<file path="src/rtl/game_session_scheduler_pkg.sv">
// Shared definitions for the arcade session scheduler: state encodings,
// default score width and the selection-width helper.
package game_pkg;

    localparam int DEFAULT_PW = 8;

    typedef enum logic [2:0] {
        ST_MENU    = 3'd0,
        ST_LAUNCH  = 3'd1,
        ST_RUNNING = 3'd2,
        ST_RESULT  = 3'd3,
        ST_ABORT   = 3'd4
    } state_t;

    // Width of the menu selection index; never below one bit.
    function automatic int sel_w(input int num_games);
        return (num_games > 1) ? $clog2(num_games) : 1;
    endfunction

endpackage

</file>
<file path="src/rtl/game_session_scheduler_button_edge.sv">
// Rising-edge detector for one debounced button level. The previous-value
// register resets high so a button held through reset gives no edge.
module button_edge (
    input  logic clock,
    input  logic reset,
    input  logic level_i,
    output logic rise_o
);

    logic prev_q;

    always_ff @(posedge clock or posedge reset) begin
        if (reset) begin
            prev_q <= 1'b1;
        end else begin
            prev_q <= level_i;
        end
    end

    assign rise_o = level_i & ~prev_q;

endmodule

</file>
<file path="src/rtl/game_session_scheduler.sv">
// Arcade session controller: menu, launch, grant, result hold and abort for
// NUM_GAMES shared cores. Define MENU_AUTOCYCLE_EN for attract-mode menu cycling.
//
// state   | meaning
// MENU    | choose a game, menu_active high
// LAUNCH  | one-cycle start pulse to the selected core
// RUNNING | selected core owns buttons and display
// RESULT  | hold the result screen, then back to MENU
// ABORT   | one-cycle clear pulse to the selected core
module game_session_scheduler
    import game_pkg::*;
#(
    parameter int NUM_GAMES     = 4,
    parameter int PW            = DEFAULT_PW,
    parameter int RESULT_CYCLES = 150000000,
    parameter int IDLE_CYCLES   = 500000000
) (
    input  logic                              clock,
    input  logic                              reset,
    input  logic                              btn_select,
    input  logic                              btn_confirm,
    input  logic                              btn_quit,
    input  logic [NUM_GAMES-1:0]              game_finished,
    input  logic [NUM_GAMES*PW-1:0]           game_points,
    output logic [NUM_GAMES-1:0]              game_start,
    output logic [NUM_GAMES-1:0]              game_clear,
    output logic [NUM_GAMES-1:0]              game_active,
    output logic [sel_w(NUM_GAMES)-1:0]       selected,
    output logic                              menu_active,
    output logic [PW-1:0]                     last_points,
    output logic [PW-1:0]                     high_score,
    output logic                              new_record,
    output logic [2:0]                        state
);

    localparam int SEL_W = sel_w(NUM_GAMES);
    localparam int RC_W  = $clog2(RESULT_CYCLES + 1);
    localparam logic [RC_W-1:0]  RC_LAST  = RC_W'(RESULT_CYCLES - 1);
    localparam logic [SEL_W-1:0] SEL_LAST = SEL_W'(NUM_GAMES - 1);

    logic sel_rise, conf_rise, quit_rise;

    button_edge u_sel_edge  (.clock(clock), .reset(reset), .level_i(btn_select),  .rise_o(sel_rise));
    button_edge u_conf_edge (.clock(clock), .reset(reset), .level_i(btn_confirm), .rise_o(conf_rise));
    button_edge u_quit_edge (.clock(clock), .reset(reset), .level_i(btn_quit),    .rise_o(quit_rise));

    state_t            state_q, state_d;
    logic [SEL_W-1:0]  sel_q, sel_d, sel_inc;
    logic [PW-1:0]     last_q, last_d;
    logic              newrec_q, newrec_d;
    logic [RC_W-1:0]   rcnt_q, rcnt_d;
    logic [PW-1:0]     score_q [NUM_GAMES];
    logic              score_we;
    logic              fin_sel;
    logic [PW-1:0]     pts_sel, hs_sel;
    logic [NUM_GAMES-1:0] sel_onehot;

`ifdef MENU_AUTOCYCLE_EN
    localparam int IDLE_W = $clog2(IDLE_CYCLES + 1);
    localparam logic [IDLE_W-1:0] IDLE_LAST = IDLE_W'(IDLE_CYCLES - 1);
    logic [IDLE_W-1:0] idle_q, idle_d;
    logic              idle_hit;
    assign idle_hit = (idle_q == IDLE_LAST);
`endif

    always_comb begin
        fin_sel = 1'b0;
        pts_sel = '0;
        hs_sel  = '0;
        for (int i = 0; i < NUM_GAMES; i++) begin
            if (sel_q == SEL_W'(i)) begin
                fin_sel = game_finished[i];
                pts_sel = game_points[i*PW +: PW];
                hs_sel  = score_q[i];
            end
        end
    end

    assign sel_inc    = (sel_q == SEL_LAST) ? '0 : sel_q + 1'b1;
    assign sel_onehot = NUM_GAMES'(1) << sel_q;

    always_comb begin
        state_d     = state_q;
        sel_d       = sel_q;
        last_d      = last_q;
        newrec_d    = newrec_q;
        rcnt_d      = rcnt_q;
        score_we    = 1'b0;
        game_start  = '0;
        game_clear  = '0;
        game_active = '0;
`ifdef MENU_AUTOCYCLE_EN
        idle_d      = '0;
`endif
        case (state_q)
            ST_MENU: begin
`ifdef MENU_AUTOCYCLE_EN
                if (!(sel_rise || conf_rise || quit_rise || idle_hit)) begin
                    idle_d = idle_q + 1'b1;
                end
`endif
                if (conf_rise) begin
                    state_d = ST_LAUNCH;
                end else if (sel_rise) begin
                    sel_d = sel_inc;
`ifdef MENU_AUTOCYCLE_EN
                end else if (idle_hit) begin
                    sel_d = sel_inc;
`endif
                end
            end
            ST_LAUNCH: begin
                game_start  = sel_onehot;
                game_active = sel_onehot;
                state_d     = ST_RUNNING;
            end
            ST_RUNNING: begin
                game_active = sel_onehot;
                // A finish outranks a quit arriving in the same cycle.
                if (fin_sel) begin
                    last_d = pts_sel;
                    if (pts_sel > hs_sel) begin
                        score_we = 1'b1;
                        newrec_d = 1'b1;
                    end
                    rcnt_d  = '0;
                    state_d = ST_RESULT;
                end else if (quit_rise) begin
                    state_d = ST_ABORT;
                end
            end
            ST_RESULT: begin
                game_active = sel_onehot;
                rcnt_d      = rcnt_q + 1'b1;
                if ((rcnt_q == RC_LAST) || conf_rise) begin
                    newrec_d = 1'b0;
                    state_d  = ST_MENU;
                end
            end
            ST_ABORT: begin
                game_clear = sel_onehot;
                state_d    = ST_MENU;
            end
            default: begin
                state_d = ST_MENU;
            end
        endcase
    end

    always_ff @(posedge clock or posedge reset) begin
        if (reset) begin
            state_q  <= ST_MENU;
            sel_q    <= '0;
            last_q   <= '0;
            newrec_q <= 1'b0;
            rcnt_q   <= '0;
            for (int i = 0; i < NUM_GAMES; i++) begin
                score_q[i] <= '0;
            end
        end else begin
            state_q  <= state_d;
            sel_q    <= sel_d;
            last_q   <= last_d;
            newrec_q <= newrec_d;
            rcnt_q   <= rcnt_d;
            for (int i = 0; i < NUM_GAMES; i++) begin
                if (score_we && (sel_q == SEL_W'(i))) begin
                    score_q[i] <= pts_sel;
                end
            end
        end
    end

`ifdef MENU_AUTOCYCLE_EN
    always_ff @(posedge clock or posedge reset) begin
        if (reset) begin
            idle_q <= '0;
        end else begin
            idle_q <= idle_d;
        end
    end
`endif

    assign selected    = sel_q;
    assign menu_active = (state_q == ST_MENU);
    assign last_points = last_q;
    assign high_score  = hs_sel;
    assign new_record  = newrec_q;
    assign state       = state_q;

endmodule

</file>
<file path="config.mk">
export PLATFORM = sky130hd
export DESIGN_NAME = game_session_scheduler
export DESIGN_NICKNAME = d
export VERILOG_FILES = /design/src/rtl/game_session_scheduler_pkg.sv /design/src/rtl/game_session_scheduler_button_edge.sv /design/src/rtl/game_session_scheduler.sv
export SDC_FILE = /design/constraint.sdc
export NUM_CORES = 1
export LEC_CHECK = 0
export BUFFER_PORTS_ARGS = -buffer_cell sky130_fd_sc_hd__buf_2
export CELL_PAD_IN_SITES_DETAIL_PLACEMENT = 1
export CELL_PAD_IN_SITES_GLOBAL_PLACEMENT = 2
export CORE_ASPECT_RATIO = 1.25
export CORE_UTILIZATION = 38
export CTS_CLUSTER_DIAMETER = 30
export DETAILED_ROUTE_END_ITERATION = 6
export PLACE_DENSITY_LB_ADDON = 0.1
export RECOVER_POWER = 50
export REMOVE_ABC_BUFFERS = 1
export SLEW_MARGIN = 20
export SYNTH_ARGS = -nofsm -noshare
export SYNTH_HDL_FRONTEND = slang
export SYNTH_SLANG_ARGS = --single-unit
export TNS_END_PERCENT = 10
</file>
<file path="constraint.sdc">
create_clock -name clock -period 8.5 [get_ports clock]
set_clock_uncertainty 0.15 [all_clocks]
set_input_delay 1.275 -clock clock [delete_from_list [all_inputs] [get_ports clock]]
set_output_delay 1.275 -clock clock [all_outputs]
set_load 0.02 [all_outputs]
</file>
==> impl_metrics.py, run 1 <==
metrics = {
    "status": {
        "status": "finished with violations",
        "violations": "DRC, capacitance limit, slew limit",
    },
    "synthesis": {
        "syn-instance-count": 431,
        "synth_cell_type_count": 50,
        "synth_ff_type": "dfrtp_1",
        "synth_seq_area_share": 0.443,
        "synth.avg_cell_area_um2": 10.1,
        "synthArstFlopShare": 1.00,
        "synth-edff-count": 0,
        "synth.area.top_cells": "dfrtp_1 (43%), mux2_2 (7.5%), a21oi_1 (4.7%), nand2_1 (4.4%), ha_1 (3.7%)",
        "yosysTopAreaCell": "dfrtp_1",
        "yosysWarnings": 0,
        "ys_ff_latch": 77,
        "netlist_area_um2": 4360,
        "yosys.area.top_type_share": 0.425,
    },
    "global_route": {
        "grt_pass1_vias": 3580,
        "grt_max_degree": 78,
        "grtUsageMet2": 0.358,
        "grt_pass1_wl_um": 18900,
        "globalRouteMet3Util": 0.0384,
        "overflow": 0,
        "antenna_found_initial": 0,
        "grtUsageTotal": 0.206,
        "top_usage_layer": "met2",
        "grt_use_met1": 0.253,
    },
    "worst_setup_path": {
        "cp_max_fo": 77,
        "setup.worst_path.start": "reset",
        "cp.required_ps": 7800,
        "endpoint": "rcnt_q[5]$_DFFE_PP0P_",
        "rrSetupSlack_ps": 3440,
        "rr_startpoint": "selected[1]$_DFFE_PP0P_",
        "critPathKind": "in2async",
        "worst_r2r_path_depth": 11,
        "cp-start-kind": "input pin",
        "end_kind": "async pin",
        "cp.arrival_ps": 4410,
        "r2r-end": "score_q[25]$_DFFE_PP0P_",
    },
    "power_and_ir_drop": {
        "p_per_area_nw_per_um2": 356,
        "power.leakage_nw": 2.40,
        "ir_drop_v": 0.000128,
    },
    "timing": {
        "slew_viol_final": 115,
        "rsz0062_at_grt": "false",
        "worst_slew_pin_slew_ps": 4230,
        "slew_headroom": -1.82,
        "setup_viol": 0,
        "hold_slack_ps": 343,
        "period_share": 0.601,
        "fmaxAchievable_ghz": 0.196,
        "period_minus_slack_ps": 5110,
        "hold_viol": 0,
        "setup_tns_ps": 0,
    },
    "clocking": {
        "cts_sinks": 77,
        "root_buffer": "clkbuf_16",
        "cts_buffers": 9,
        "cts_tree": "yes",
        "cts.repair.resized": 0,
        "cts_hold_buf": 0,
        "cts_setup_buffers": 0,
        "clockBufferDepth": 2,
        "h-tree-depth": 3,
        "clk-insertion-delay-late_ps": 340,
        "clk_pin_slew_ps": 50,
    },
    "finish": {
        "final_common_cell": "dfrtp_1",
        "diodes": 0,
        "drive_gt1_frac": 0.247,
        "most-common-layout-cells": "dfrtp_1 (74), buf_2 (61), nand2_1 (51), a21oi_1 (41), mux2_2 (29)",
        "fillCellCount": 1304,
        "syn_to_final_growth_pct": 16.6,
        "fin_nets": 554,
        "post-route-util": 0.456,
    },
    "routing": {
        "first_pass_iters": 7,
        "drt_wl_total_um": 11300,
        "vias_per_cell": 5.54,
        "drtIter0Drc": 124,
        "route.detailed.drc": 10,
        "ant_nets": 0,
        "wl_per_cell_um": 17.6,
        "vias": 3535,
    },
    "die": {
        "dieArea_um2": 11900,
        "die_w_um": 97.8,
        "dieHeight_um": 122,
        "core-area_um2": 11100,
        "initial_core_util": 0.391,
        "row_count": 43,
        "num_io_pins": 76,
    },
    "placed_design": {
        "port-buffer-count": 75,
        "dp_hpwl_um": 7670,
        "place_congestion": 0.734,
    },
    "worst_hold_path": {
        "hold_class": "reg2reg",
    },
    "run": {
        "drv_cap": 2,
    },
}
-- worst max-delay path, cell delays in order --
cell and delay, ps:
buf_2 90, inv_1 40, clkbuf_1 2950
-- worst min path at each step --
stage                                   to  cells past startpoint                   start  slack, ps
detailed placement  score_q[0]$_DFFE_PP0P_                      1  score_q[0]$_DFFE_PP0P_        330
global route        score_q[0]$_DFFE_PP0P_                      1  score_q[0]$_DFFE_PP0P_        370
floorplan           rcnt_q[23]$_DFFE_PP0P_                      1  rcnt_q[23]$_DFFE_PP0P_        290
finish              score_q[0]$_DFFE_PP0P_                      1  score_q[0]$_DFFE_PP0P_        340
CTS                 score_q[0]$_DFFE_PP0P_                      1  score_q[0]$_DFFE_PP0P_        350
global placement    rcnt_q[23]$_DFFE_PP0P_                      1  rcnt_q[23]$_DFFE_PP0P_        320
-- power by group --
part           switching (W)  total (W)  internal, W
clock               0.000146   0.000355     0.000209
sequential         0.0000815   0.000544     0.000463
combinational       0.000577   0.000907     0.000329
total               0.000805    0.00181      0.00100
-- cells in the mapped netlist (2+ instances only) --
library cell  count
a21o_1            9
a21oi_1          41
a221oi_1          3
and2_1           11
and3_1            9
and4_1            2
buf_1             4
buf_2             6
buf_6             2
clkbuf_1         11
dfrtp_1          74
dfstp_2           3
ha_1             13
inv_1             6
mux2_1           11
mux2_2           29
mux2i_1           9
nand2_1          51
nand3_1          23
nand3b_1         16
nand4_1          10
nor2_1           15
nor2b_1           6
nor3_1            5
nor4b_1           2
o211ai_1          5
o211ai_4          3
o21a_1            2
o21ai_0          16
o21ai_1           6
o31ai_1           8
or4b_2            2
-- area by class of cell --
class	count	area, um^2	area share
clock buffers	12	256	0.0505
clock inverters	2	10.0	0.00197
inverters	6	22.5	0.00443
multi-input cells	325	2290	0.452
flip-flops and latches	77	1930	0.380
well taps	135	169	0.0333
repair buffers	81	395	0.0779
-- through the flow --
step	instances	total power [W]	area (um^2)	worst slack, ps
after floorplan	408	0.00120	4250	4460
after global placement	624	0.00145	4840	4210
after detailed placement	624	0.00148	4840	4070
after CTS	638	0.00184	5100	4190
after global routing	638	0.00196	5080	2480
final	638	0.00181	5080	3390
-- metal layers --
layer | vias to the layer above | wire length [um]
met3 | 16 | 278
met5 | - | 0
li1 | 1691 | -
met4 | 0 | 203
met1 | 1781 | 4930
met2 | 47 | 5850
-- cell families (layout without fill, tap and decap cells) --
logic type / count (synthesis) / count (layout) / share of synthesized area
DFF: 77 / 77 / 0.443
muxes: 49 / 49 / 0.124
AOI/OAI and AO/OA: 98 / 98 / 0.155
adders and majority gates: 13 / 13 / 0.0373
buffers and inverters: 29 / 101 / 0.0302
and+or+nand+nor: 163 / 163 / 0.206
xor gates and xnor gates: 2 / 2 / 0.00402
-- state kept, by name, indices dropped and copies added (netlist names) --
| register | flops |
|---|---|
| state | 3 |
| u_conf_edge.prev_q | 1 |
| last_points | 8 |
| u_quit_edge.prev_q | 1 |
| selected | 2 |
| u_sel_edge.prev_q | 1 |
| new_record | 1 |
| score_q | 32 |
| rcnt_q | 28 |
Note: power is estimated with default switching activity, not from simulation.
==> inputs of run 2 (changes only) <==
Settings changed: CORE_UTILIZATION 38 to 35.
Clock period 8.5 ns to 5.3 ns, I/O delays scaled along.
==> impl_metrics.py, run 2 (synthesis results as in run 1) <==
metrics = {
    "routing": {
        "vias_per_cell": 5.32,
        "wl_per_cell_um": 17.1,
        "drt_wl_total_um": 11500,
        "drtIter0Drc": 119,
        "ant_nets": 0,
        "route.detailed.drc": 0,
        "first_pass_iters": 4,
        "vias": 3581,
    },
    "finish": {
        "largest-register": "score_q",
        "post-route-util": 0.425,
        "largest_register_ffs": 32,
        "syn_to_final_growth_pct": 18.7,
        "most-common-layout-cells": "dfrtp_1 (74), buf_2 (60), nand2_1 (51), a21oi_1 (41), mux2_2 (29)",
        "final_common_cell": "dfrtp_1",
        "drive_gt1_frac": 0.254,
        "fin_nets": 557,
        "finalNonFillerCells": 673,
    },
    "power_and_ir_drop": {
        "ir_drop_v": 0.000185,
        "p_total_w": 0.00295,
        "p_per_area_nw_per_um2": 572,
        "power.leakage_nw": 2.42,
    },
    "timing": {
        "setup_ws_ps": 679,
        "period_share": 0.872,
        "period_minus_slack_ps": 4620,
        "fmaxAchievable_ghz": 0.216,
        "slew_viol_final": 125,
        "worst_slew_pin_slew_ps": 3550,
        "setup_tns_ps": 0,
        "hold_viol": 0,
        "rsz0062_at_grt": "false",
        "setup_viol": 0,
        "slew_headroom": -1.37,
    },
    "worst_setup_path": {
        "rr_startpoint": "selected[0]$_DFFE_PP0P_",
        "cp.arrival_ps": 4690,
        "cp.required_ps": 5370,
        "critPathKind": "reg2reg",
        "end_kind": "flip-flop",
        "setup.worst_path.start": "selected[0]$_DFFE_PP0P_",
        "cp_max_fo": 46,
        "cp-start-kind": "flip-flop",
    },
    "clocking": {
        "clk-insertion-delay-late_ps": 330,
        "cts.repair.resized": 0,
        "clockBufferDepth": 2,
        "cts_sinks": 77,
        "cts_buffers": 9,
        "root_buffer": "clkbuf_16",
        "clk_pin_slew_ps": 60,
        "cts_tree": "yes",
        "cts_setup_buffers": 0,
        "h-tree-depth": 3,
        "cts_hold_buf": 0,
    },
    "global_route": {
        "grt_pass1_vias": 3736,
        "antenna_found_initial": 2,
        "grt_max_degree": 78,
        "overflow": 0,
        "grtUsageTotal": 0.190,
        "grt_pass1_wl_um": 19000,
    },
    "status": {
        "status": "finished with violations",
        "violations": "capacitance limit, slew limit",
    },
    "worst_hold_path": {
        "hp-start": "rcnt_q[23]$_DFFE_PP0P_",
        "hold_class": "reg2reg",
    },
    "placed_design": {
        "pre_cts_slack_ps": 761,
        "port-buffer-count": 75,
        "dp_hpwl_um": 8070,
        "placed_cells": 656,
        "place_congestion": 0.726,
    },
    "die": {
        "core-area_um2": 12200,
        "dieArea_um2": 12900,
        "dieHeight_um": 127,
        "row_count": 45,
        "die_w_um": 102,
        "num_io_pins": 76,
        "initial_core_util": 0.358,
    },
    "run": {
        "drv_cap": 2,
    },
}
[run 2: critical path, cell delays in order (launching register included)]
cell      delay, ps
dfrtp_1         430
ha_1           1310
o31ai_1         470
ha_1            420
and3_1          240
a221oi_1        490
a311oi_4        150
o211ai_4        450
mux2_2          380
[run 2: path summary, 6_finish.rpt]
kind,endpoint,slack [ps],depth (start not counted)
setup / recovery,score_q[29]$_DFFE_PP0P_,680,8
hold / removal,rcnt_q[23]$_DFFE_PP0P_,340,1
setup reg to reg,score_q[29]$_DFFE_PP0P_,680,8
hold reg to reg,rcnt_q[23]$_DFFE_PP0P_,340,1
max in group asynchronous,last_points[7]$_DFFE_PP0P_,1170,3
min in group asynchronous,rcnt_q[19]$_DFFE_PP0P_,1840,3
[run 2: layout make-up]
class / instances / area [um^2]
Fill cell: 1430 / 6990
Multi-Input combinational cell: 325 / 2290
Sequential cell: 77 / 1930
Timing Repair Buffer: 84 / 425
Clock buffer: 12 / 267
Tap cell: 164 / 205
Inverter: 6 / 22.5
Clock inverter: 3 / 20.0
Antenna cell: 2 / 5.00
[run 2: per-stage QoR]
stage | cell area (um^2) | hold WS (ps)
after floorplan | 4250 | 294
after global placement | 4900 | 308
after detailed placement | 4900 | 328
after CTS | 5180 | 342
after global routing | 5160 | 364
final | 5170 | 339
[run 2: routing by layer]
layer  GRT usage  part of all wire  vias up
li1            -                 -     1713
met1       0.234              0.45     1815
met2       0.334              0.51       45
met3      0.0342             0.030        8
met4      0.0571             0.011        0
met5           0                 0        -
[run 2: where the power goes]
part,switching (W),internal [W]
combinational,0.000929,0.000559
clock,0.000242,0.000352
sequential,0.000130,0.000742
